**config.mk**
```make
export PLATFORM = sky130hd
export DESIGN_NAME = motor_ramp_flat
export DESIGN_NICKNAME = d
export VERILOG_FILES = /design/src/rtl/motor_pkg.sv /design/src/rtl/motor_ramp_if.sv /design/src/rtl/ramp_chan.sv /design/src/rtl/motor_ramp.sv /design/src/flat_wrapper.sv
export SDC_FILE = /design/constraint.sdc
export NUM_CORES = 1
export LEC_CHECK = 0
export BUFFER_PORTS_ARGS = -buffer_cell sky130_fd_sc_hd__buf_2
export CAP_MARGIN = 20
export CORE_ASPECT_RATIO = 0.5
export CORE_MARGIN = 1
export CORE_UTILIZATION = 62
export DETAILED_ROUTE_END_ITERATION = 10
export MAX_ROUTING_LAYER = met4
export PLACE_DENSITY = 0.82
export SLEW_MARGIN = 20
export SYNTH_ARGS = -nofsm -noshare
export SYNTH_HDL_FRONTEND = slang
export SYNTH_SLANG_ARGS = --single-unit
```
**constraint.sdc**
```tcl
create_clock -name clk -period 4.05 [get_ports clk]
set_input_delay 0.405 -clock clk [delete_from_list [all_inputs] [get_ports clk]]
set_output_delay 0.405 -clock clk [all_outputs]
set_load 0.005 [all_outputs]
```
**src/rtl/motor_pkg.sv**
```systemverilog
// Shared types and helpers for the motor speed ramp.
// Speed type, channel state encoding, step and clamp functions.
package motor_pkg;

    localparam int SPD_W   = 11;
    localparam int SPD_MAX = 1023;

    typedef logic signed [SPD_W-1:0] spd_t;
    typedef logic signed [SPD_W:0]   wide_t;

    typedef enum logic [1:0] {
        IDLE,
        UP,
        DOWN,
        HOLD
    } ramp_st_t;

    // Move cur toward dst by at most stp, never past dst.
    function automatic spd_t step_toward(spd_t cur, spd_t dst, wide_t stp);
        wide_t c;
        wide_t d;
        wide_t n;
        c = wide_t'(cur);
        d = wide_t'(dst);
        if (d > c) begin
            n = c + stp;
            if (n > d) n = d;
        end else begin
            n = c - stp;
            if (n < d) n = d;
        end
        return n[SPD_W-1:0];
    endfunction

    // Both non-zero with opposite signs.
    function automatic logic is_rev(spd_t a, spd_t b);
        return (a != '0) && (b != '0) && (a[SPD_W-1] != b[SPD_W-1]);
    endfunction

    // -1024 has no valid magnitude downstream; pull it in to -1023.
    function automatic spd_t clamp_spd(spd_t v);
        if (v == spd_t'(-SPD_MAX - 1)) return spd_t'(-SPD_MAX);
        return v;
    endfunction

endpackage

```
**src/rtl/motor_ramp_if.sv**
```systemverilog
// Command/status bundle between steering logic and the ramp block.
// master drives targets/estop; slave returns speeds and status.
interface motor_ramp_if;
    import motor_pkg::*;

    logic cmd_vld;
    logic cmd_rdy;
    spd_t tgt_lft;
    spd_t tgt_rht;
    logic estop;
    logic estop_clr;
    spd_t lft;
    spd_t rht;
    logic settled;
    logic estop_act;

    modport master (
        output cmd_vld, tgt_lft, tgt_rht, estop, estop_clr,
        input  cmd_rdy, lft, rht, settled, estop_act
    );

    modport slave (
        input  cmd_vld, tgt_lft, tgt_rht, estop, estop_clr,
        output cmd_rdy, lft, rht, settled, estop_act
    );

endinterface

```
**src/rtl/ramp_chan.sv**
```systemverilog
// One wheel's slew limiter: IDLE/UP/DOWN/HOLD FSM stepping on tick.
// In: clk, rst, tick, tgt, kill. Out: cur (registered speed), idle.
module ramp_chan
    import motor_pkg::*;
#(
    parameter int STEP        = 8,
    parameter int BRAKE_TICKS = 4
) (
    input  logic clk,
    input  logic rst,
    input  logic tick,
    input  logic kill,
    input  spd_t tgt,
    output spd_t cur,
    output logic idle
);

    localparam int    HW  = $clog2(BRAKE_TICKS + 1);
    localparam wide_t STP = wide_t'(STEP);
    localparam logic [HW-1:0] HOLD_LAST = HW'(BRAKE_TICKS - 1);

    ramp_st_t      state_q, state_d;
    spd_t          cur_q, cur_d;
    logic [HW-1:0] hold_q, hold_d;

    spd_t     to_tgt;
    spd_t     to_zero;
    logic     rev;
    logic     same_sgn;
    ramp_st_t dn_st;
    ramp_st_t up_st;

    always_comb begin
        to_tgt   = step_toward(cur_q, tgt, STP);
        to_zero  = step_toward(cur_q, '0, STP);
        rev      = is_rev(cur_q, tgt);
        same_sgn = (cur_q != '0) && (tgt != '0) &&
                   (cur_q[SPD_W-1] == tgt[SPD_W-1]);
        // Where a step toward zero lands us; zero-crossing decided here
        // so a reversal is never lost by arriving at 0 first.
        if (to_zero != '0) dn_st = DOWN;
        else if (rev)      dn_st = HOLD;
        else if (tgt == '0) dn_st = IDLE;
        else               dn_st = UP;
        up_st = (to_tgt == tgt) ? IDLE : UP;
    end

    always_comb begin
        state_d = state_q;
        cur_d   = cur_q;
        hold_d  = hold_q;
        if (kill) begin
            state_d = IDLE;
            cur_d   = '0;
            hold_d  = '0;
        end else if (tick) begin
            unique case (state_q)
                IDLE: begin
                    if (cur_q != tgt) begin
                        if (rev || tgt == '0) begin
                            state_d = dn_st;
                            cur_d   = to_zero;
                            hold_d  = '0;
                        end else begin
                            state_d = up_st;
                            cur_d   = to_tgt;
                        end
                    end
                end
                UP: begin
                    if (cur_q == tgt) begin
                        state_d = IDLE;
                    end else if (rev) begin
                        state_d = dn_st;
                        cur_d   = to_zero;
                        hold_d  = '0;
                    end else begin
                        state_d = up_st;
                        cur_d   = to_tgt;
                    end
                end
                DOWN: begin
                    if (same_sgn) begin
                        state_d = up_st;
                        cur_d   = to_tgt;
                    end else begin
                        state_d = dn_st;
                        cur_d   = to_zero;
                        hold_d  = '0;
                    end
                end
                HOLD: begin
                    cur_d = '0;
                    if (hold_q == HOLD_LAST) begin
                        hold_d  = '0;
                        state_d = (tgt == '0) ? IDLE : UP;
                    end else begin
                        hold_d = hold_q + 1'b1;
                    end
                end
                default: state_d = IDLE;
            endcase
        end
    end

    always_ff @(posedge clk) begin
        if (rst) begin
            state_q <= IDLE;
            cur_q   <= '0;
            hold_q  <= '0;
        end else begin
            state_q <= state_d;
            cur_q   <= cur_d;
            hold_q  <= hold_d;
        end
    end

    assign cur  = cur_q;
    assign idle = (state_q == IDLE);

endmodule

```
**src/rtl/motor_ramp.sv**
```systemverilog
// Dual-wheel slew limiter with reversal brake dwell and latching estop.
// Ports: clk, rst (sync, active-high), bus (motor_ramp_if.slave).
module motor_ramp
    import motor_pkg::*;
#(
    parameter int RAMP_DIV    = 5000,
    parameter int STEP        = 8,
    parameter int BRAKE_TICKS = 4
) (
    input  logic clk,
    input  logic rst,
    motor_ramp_if.slave bus
);

    localparam int CW = $clog2(RAMP_DIV);
    localparam logic [CW-1:0] CNT_LAST = CW'(RAMP_DIV - 1);

    logic [CW-1:0] cnt_q, cnt_d;
    logic          estop_act_q, estop_act_d;
    spd_t          tgt_l_q, tgt_l_d;
    spd_t          tgt_r_q, tgt_r_d;
    logic          settled_q, settled_d;

    logic tick;
    logic accept;
    spd_t cur_l, cur_r;
    logic idle_l, idle_r;

    always_comb begin
        tick  = (cnt_q == CNT_LAST);
        cnt_d = tick ? '0 : cnt_q + 1'b1;

        // estop beats a same-cycle accept
        accept = bus.cmd_vld & ~estop_act_q & ~bus.estop;

        estop_act_d = estop_act_q;
        if (bus.estop)          estop_act_d = 1'b1;
        else if (bus.estop_clr) estop_act_d = 1'b0;

        tgt_l_d = tgt_l_q;
        tgt_r_d = tgt_r_q;
        if (bus.estop) begin
            tgt_l_d = '0;
            tgt_r_d = '0;
        end else if (accept) begin
            tgt_l_d = clamp_spd(bus.tgt_lft);
            tgt_r_d = clamp_spd(bus.tgt_rht);
        end

        settled_d = idle_l & idle_r &
                    (cur_l == tgt_l_q) & (cur_r == tgt_r_q);
    end

    always_ff @(posedge clk) begin
        if (rst) begin
            cnt_q       <= '0;
            estop_act_q <= 1'b0;
            tgt_l_q     <= '0;
            tgt_r_q     <= '0;
            settled_q   <= 1'b1;
        end else begin
            cnt_q       <= cnt_d;
            estop_act_q <= estop_act_d;
            tgt_l_q     <= tgt_l_d;
            tgt_r_q     <= tgt_r_d;
            settled_q   <= settled_d;
        end
    end

    ramp_chan #(
        .STEP        (STEP),
        .BRAKE_TICKS (BRAKE_TICKS)
    ) u_lft (
        .clk  (clk),
        .rst  (rst),
        .tick (tick),
        .kill (bus.estop),
        .tgt  (tgt_l_q),
        .cur  (cur_l),
        .idle (idle_l)
    );

    ramp_chan #(
        .STEP        (STEP),
        .BRAKE_TICKS (BRAKE_TICKS)
    ) u_rht (
        .clk  (clk),
        .rst  (rst),
        .tick (tick),
        .kill (bus.estop),
        .tgt  (tgt_r_q),
        .cur  (cur_r),
        .idle (idle_r)
    );

    assign bus.cmd_rdy   = ~estop_act_q;
    assign bus.lft       = cur_l;
    assign bus.rht       = cur_r;
    assign bus.settled   = settled_q;
    assign bus.estop_act = estop_act_q;

endmodule
```
**src/flat_wrapper.sv**
```systemverilog
// flat-port wrapper written by rule: the top's interface ports become plain ports
module motor_ramp_flat import motor_pkg::*;
#(
    parameter int RAMP_DIV    = 5000,
    parameter int STEP        = 8,
    parameter int BRAKE_TICKS = 4
)
  (clk, rst, bus_cmd_vld, bus_tgt_lft, bus_tgt_rht, bus_estop, bus_estop_clr, bus_cmd_rdy, bus_lft, bus_rht, bus_settled, bus_estop_act);
  motor_ramp_if bus_i ();
  input  logic clk;
  input  logic rst;
  input wire logic [$bits(bus_i.cmd_vld)-1:0] bus_cmd_vld;
  input wire logic [$bits(bus_i.tgt_lft)-1:0] bus_tgt_lft;
  input wire logic [$bits(bus_i.tgt_rht)-1:0] bus_tgt_rht;
  input wire logic [$bits(bus_i.estop)-1:0] bus_estop;
  input wire logic [$bits(bus_i.estop_clr)-1:0] bus_estop_clr;
  output wire logic [$bits(bus_i.cmd_rdy)-1:0] bus_cmd_rdy;
  output wire logic [$bits(bus_i.lft)-1:0] bus_lft;
  output wire logic [$bits(bus_i.rht)-1:0] bus_rht;
  output wire logic [$bits(bus_i.settled)-1:0] bus_settled;
  output wire logic [$bits(bus_i.estop_act)-1:0] bus_estop_act;
  assign bus_i.cmd_vld = bus_cmd_vld;
  assign bus_i.tgt_lft = bus_tgt_lft;
  assign bus_i.tgt_rht = bus_tgt_rht;
  assign bus_i.estop = bus_estop;
  assign bus_i.estop_clr = bus_estop_clr;
  assign bus_cmd_rdy = bus_i.cmd_rdy;
  assign bus_lft = bus_i.lft;
  assign bus_rht = bus_i.rht;
  assign bus_settled = bus_i.settled;
  assign bus_estop_act = bus_i.estop_act;
  motor_ramp #(.RAMP_DIV(RAMP_DIV), .STEP(STEP), .BRAKE_TICKS(BRAKE_TICKS)) u_core (.clk(clk), .rst(rst), .bus(bus_i));
endmodule
```
; Yosys cells after proc, flatten, opt, wreduce, memory -nomap -nowiden
; Index checks and enable logic that the tools add are counted.
[word_totals]
ff_bits = 69
elab_cells = 169
out_inout_bits = 25
inputBits = 27
[op_classes]
reduce_logical = 27
mux = 72
bitwise_logic = 7
magnitude_cmp = 12
eq_ne = 33
addsub = 7
[ops]
columns = op, n
row1 = 11-bit two-way mux, 26
row2 = 11-bit one-hot mux with 4 select lines, 2
row3 = 11-bit nonzero test, 6
row4 = 11-bit equality test, 4
row5 = 3-bit two-way mux, 12
row6 = 2-bit two-way mux, 16
row7 = "11-bit by 5-bit adder with 12-bit output, second input constant", 2
row8 = "12-bit by 1-bit > comparator with 1-bit output, second input constant", 2
row9 = 12-bit by 11-bit > comparator with 1-bit output, 2
row10 = "12-bit by 1-bit less-than comparator with 1-bit output, second input constant", 2
row11 = 12-bit by 11-bit less-than comparator with 1-bit output, 2
row12 = "2-bit inequality test, second input constant", 12
row13 = 3-bit one-hot mux with 4 select lines, 2
row14 = "11-bit by 5-bit subtractor with 12-bit output, second input constant", 2
row15 = "11-bit equality test, second input constant", 2
row16 = "1-bit by 11-bit > comparator with 1-bit output, first input constant", 2
row17 = 11-bit > comparator, 2
row18 = 11-bit logical NOT, 2
row19 = 11-bit inequality test, 2
row20 = 2-bit one-hot mux with 4 select lines, 2
row21 = "13-bit by 1-bit adder with 13-bit output, second input constant", 1
row22 = "13-bit equality test, second input constant", 1
row23 = 1-bit two-way mux, 12
row24 = 3-bit AND reduction, 4
row25 = 14 further kinds, 36

; Depth between registers and ports, before layout
[logic_depth]
ltp_word = 9
ltp_mapped = 17
ltp_nobuf = 14

; Cells and area by module
; From an unflattened synthesis, not the netlist that was laid out.
[unflattened]
cells_unflattened = 886
hier_area_um2 = 6676.4
[by_module_without_submodules]
columns = module, area_per_inst_um2, seq_area_each_um2, cells_each, n_inst
row1 = ramp_chan (u_core.u_rht), 2523.7, 320.3, 329, 1
row2 = ramp_chan (u_core.u_lft), 2484.9, 320.3, 354, 1
row3 = motor_ramp, 1667.8, 740.7, 203, 1

; Worst setup path after synthesis
; OpenSTA, ideal clock, no wires.
[synth_timing]
path_type = reg-to-reg
from = register u_core.u_lft.cur_q[3], in the netlist u_core.u_lft.cur[3]
to = register u_core.u_lft.state_q[0]
setup_slack_ns = 0.261
path_stages_with_launch = 17
setup_ns = 0.134
t_required_ns = 3.916
arrival_ns = 3.656
path_cell_list = dfxtp_1 buf_2 inv_1 ha_1 or4b_4 nor2_1 xnor2_1 ha_1 a21oi_1 nand2_1 a2111oi_0 a32oi_1 nor2b_1 clkbuf_1 a221o_1 a221oi_1 o211ai_1
[synth_via]
elab_chain_len = 9
elab_cells_between_ends = 34
classes_between = add/sub (2) / order compare (6) / eq/ne (4) / mux (15) / reduce/logical (7)
[synth_rtl]
columns = item, line_no
row1 = "start, declared", ramp_chan.sv:23  ; spd_t cur_q, cur_d;
row2 = "start signal, assigned", ramp_chan.sv:113  ; cur_q <= cur_d;
row3 = 11-bit by 5-bit subtractor with 12-bit output or 11-bit by 5-bit adder with 12-bit output (tied branches), "motor_pkg.sv:29, motor_pkg.sv:26"
row4 = "12-bit by 11-bit less-than comparator with 1-bit output, or another cell as far along", motor_pkg.sv:30  ; if (n < d) n = d;
row5 = "11-bit two-way mux, on equally long branches", "motor_pkg.sv:30, motor_pkg.sv:27"
row6 = 11-bit two-way mux, motor_pkg.sv:25  ; if (d > c) begin
row7 = 11-bit equality test or 11-bit nonzero test (tied branches), "ramp_chan.sv:45, ramp_chan.sv:41"
row8 = 1-bit two-way mux or 2-bit two-way mux (tied branches), "ramp_chan.sv:45, ramp_chan.sv:41"
row9 = "2-bit two-way mux, on equally long branches", "ramp_chan.sv:73, ramp_chan.sv:60"
row10 = "2-bit two-way mux, on equally long branches", "ramp_chan.sv:71, ramp_chan.sv:59"
row11 = 2-bit one-hot mux with 4 select lines, ramp_chan.sv:57  ; unique case (state_q)
row12 = "end signal, assigned", ramp_chan.sv:112  ; state_q <= state_d;
row13 = "end, declared", ramp_chan.sv:22  ; ramp_st_t state_q, state_d;
; Parallel ways exist; a longest one is shown, timed or not. The select of a mux whose other input is x is not followed.
; A chain may end at the register's enable or synchronous reset.

; Final worst setup path
[layout_timing]
from = register u_core.u_lft.cur_q[4], in the netlist u_core.u_lft.cur[4]
to = register u_core.u_lft.state_q[0]
; The elaborated chain is that of the path after synthesis.

==> results.ini <==
[clocking]
cts_hold_buf=0
cts_sinks=69
clkTransAtPathRegs_ns=0.06
cts_made_buffers=9
clock_path_buffers=2
cts_tree=done
postCtsSetupBuffers=0
root_buffer=clkbuf_16
clock_latency_ns=0.34
cts-htree-levels=3

[place]
post-place-ws_ns=-0.0133
place_area_um2=7280
dpl.hpwl_um=17000
gp_congestion=1.04
io_buffers=51

[final_layout]
num-fill-cells=820
area_growth_pct=11.5
layout_common_cells=nand2_1 (95), inv_1 (80), a21oi_1 (70), ha_1 (70), dfxtp_1 (67)
final_nets=1061
drive_gt1_share_pct=14.5
fin_area_um2=7590
layout_commonest_cell=nand2_1
fin_util_pct=72.7
n_antenna_cell=0

[die]
ios=52
core_area_um2=10400
rows=26
dieArea_um2=11400
die_h_um=76.1
start_util_pct=65.2
die_w_um=150

[grt]
grt_max_degree=32
grt_overflow=0
met1_usage_pct=49.3
antenna_found_initial=0
track_usage_pct=42.0
grtUsageMet3_pct=8.74
grt_pass1_wl_um=36600
grt_util_met2_pct=67.6
grt_pass1_vias=7243
grt-busiest-layer=met2

[sta]
slew_headroom_pct=45.5
clock_skew_ns=0.00874
finalHoldViolCount=0
setup_violations=0
fin_ws_ns=0.159
tightest_slew_ns=0.817
slew_violations=0
fin_crit_ns=3.89
post-route-period-util_pct=96.1
timing.fmax_mhz=257

[setup_path]
critPathArrivalTime_ns=4.10
path_cells=inv_1, ha_2, or4b_4, nor2_2, xnor2_1, ha_1, a21oi_1, nand2_1, a2111oi_1, a32oi_1, nor2b_2, a221o_1, a221oi_1, o211ai_1
r2r-start=u_core.u_lft.cur[4]
reg2reg_slack_ns=0.16
reg2reg_to=u_core.u_lft.state_q[0]
cp_slowest_cell=or4b_4
worst-r2r-cell-count=14
worst-path-buf-inv=1
critPathMaxFanout=8
crit_family=compound AO/OA/AOI/OAI gates
cp_slowest_stage_delay_ns=0.52
cp.required_ns=4.26
cp-end-kind=register
cp-start-kind=register
crit_type=reg2reg

[pwr]
powerDensity_nw_per_um2=224
vdd_ir_drop_max_v=0.000222
power.leakage_nw=3.17
total_power_w=0.00170

[yosys]
async_flop_share_pct=0
yosys_most_used_dff=dfxtp_1
yosysSeqAreaShare_pct=20.3
avgSynthCellArea_um2=7.44
netlist_instances=915
ys_types=89
synth.cell_area_um2=6810
synth_edf_count=0
yosys_warnings=0
syn_nets=1013
ys_ff_latch=69

[drt]
drt_iter0_drc=803
vias=7600
drcViolationCount=0
antenna_left=0
via_per_inst=6.87
first_pass_iters=6
totalWireLength_um=22900
routedWlPerCell_um=20.7

[min_path]
hold_class=in2reg
min_from=rst
hold-path-endpoint=u_core.cnt_q[2]
hold-path-cell-count=2

[outcome]
status=completed

[flow_run]
maxCapViolations=0

==> flip-flops by register name (all words and copies together) (netlist names) <==
signal / cells
u_core.tgt_l_q: 11
u_core.u_lft.state_q: 2
u_core.bus.estop_act: 1
u_core.u_rht.hold_q: 3
u_core.u_rht.state_q: 2
u_core.u_lft.cur: 11
u_core.bus.settled: 1
u_core.cnt_q: 13
u_core.u_rht.cur: 11
u_core.tgt_r_q: 11
u_core.u_lft.hold_q: 3
==> cell type report <==
class                      instances  area, um2  share of cell area (%)
clock buffer                      10        239                    3.15
clock inverter                     5       37.5                   0.494
inverter                          83        312                    4.10
multi-input combinational        716       4940                    65.1
sequential                        69       1380                    18.2
tap                              140        175                    2.31
timing repair buffer              84        503                    6.63
==> worst max-delay path by stage <==
stage	start	depth (start not counted)	to
after floorplan	u_core.u_lft.cur[3]	16	u_core.u_lft.state_q[0]
after CTS	u_core.u_rht.cur[4]	13	u_core.u_rht.state_q[0]
after global placement	u_core.u_rht.cur[3]	13	u_core.u_rht.state_q[0]
after detailed placement	u_core.u_rht.cur[3]	13	u_core.u_rht.state_q[0]
final	u_core.u_lft.cur[4]	14	u_core.u_lft.state_q[0]
after global routing	u_core.u_rht.cur[3]	14	u_core.u_rht.state_q[0]
==> power breakdown <==
group          internal (W)  total (W)  switching, W
clock network      0.000429   0.000751      0.000322
logic             0.0000854   0.000250      0.000164
registers          0.000688   0.000702     0.0000146
==> Yosys cell counts (all sizes together) (4+ instances only) <==
library cell	number	area [um2]
a2111oi	5	56.3
a211oi	9	67.6
a21boi	4	30.0
a21o	11	82.6
a21oi	71	359
a221oi	9	78.8
a22o	4	35.0
a31oi	18	113
and2	9	56.3
and3	15	93.8
and4	8	70.1
buf	21	110
clkbuf	26	98.8
dfxtp	69	1380
ha	71	888
inv	81	304
mux2i	4	40.0
nand2	95	357
nand2b	5	31.3
nand3	35	185
nand4	16	106
nor2	64	243
nor2b	7	43.8
nor3	30	181
nor4	16	119
o211ai	5	37.5
o21a	5	37.5
o21ai	53	273
o221ai	10	87.6
o22ai	6	37.5
o31ai	10	88.8
o32ai	4	42.6
or3	5	31.3
xnor2	47	412
xor2	12	105
==> worst reg2reg max path, stage by stage (launching register included) <==
cell       delay, ns
dfxtp_1         0.31
inv_1           0.10
ha_2            0.23
or4b_4          0.52
nor2_2          0.17
xnor2_1         0.18
ha_1            0.31
a21oi_1         0.15
nand2_1         0.06
a2111oi_1       0.43
a32oi_1         0.22
nor2b_2         0.26
a221o_1         0.36
a221oi_1        0.33
o211ai_1        0.13
==> layer usage <==
metal	vias to the layer above	wire length [um]
li1	3418	-
met1	3553	8890
met2	491	10500
met3	138	2190
met4	0	1350
met5	-	0
==> kinds of logic (layout without fill, tap and decap cells) <==
logic type	count (synthesis)	count (layout)	synth area share, %
adder cells (fa/ha/maj)	71	71	13.1
multiplexers	5	5	0.754
XOR/XNOR	59	59	7.59
flip-flops	69	69	20.3
AND/OR/NAND/NOR	323	323	24.9
AO/OA/AOI/OAI	258	258	25.7
buffers and inverters	130	182	7.65
==> metrics by stage <==
| stage | instances | TNS, ns | hold slack (ns) |
|---|---|---|---|
| floorplan | 915 | 0 | 0.430 |
| global placement | 1092 | 0 | 0.443 |
| detailed placement | 1092 | -0.0133 | 0.459 |
| CTS | 1107 | 0 | 0.284 |
| global route | 1107 | -0.0221 | 0.295 |
| finish | 1107 | 0 | 0.283 |
==> timing repair <==
item / 4_1_cts / 5_1_grt
cloned: 0 / 0
pin swaps: 0 / 1
endpoints found under the setup margin: 1 / 20
resized for setup: 1 / 10
Note: power is estimated with default switching activity, not from simulation.
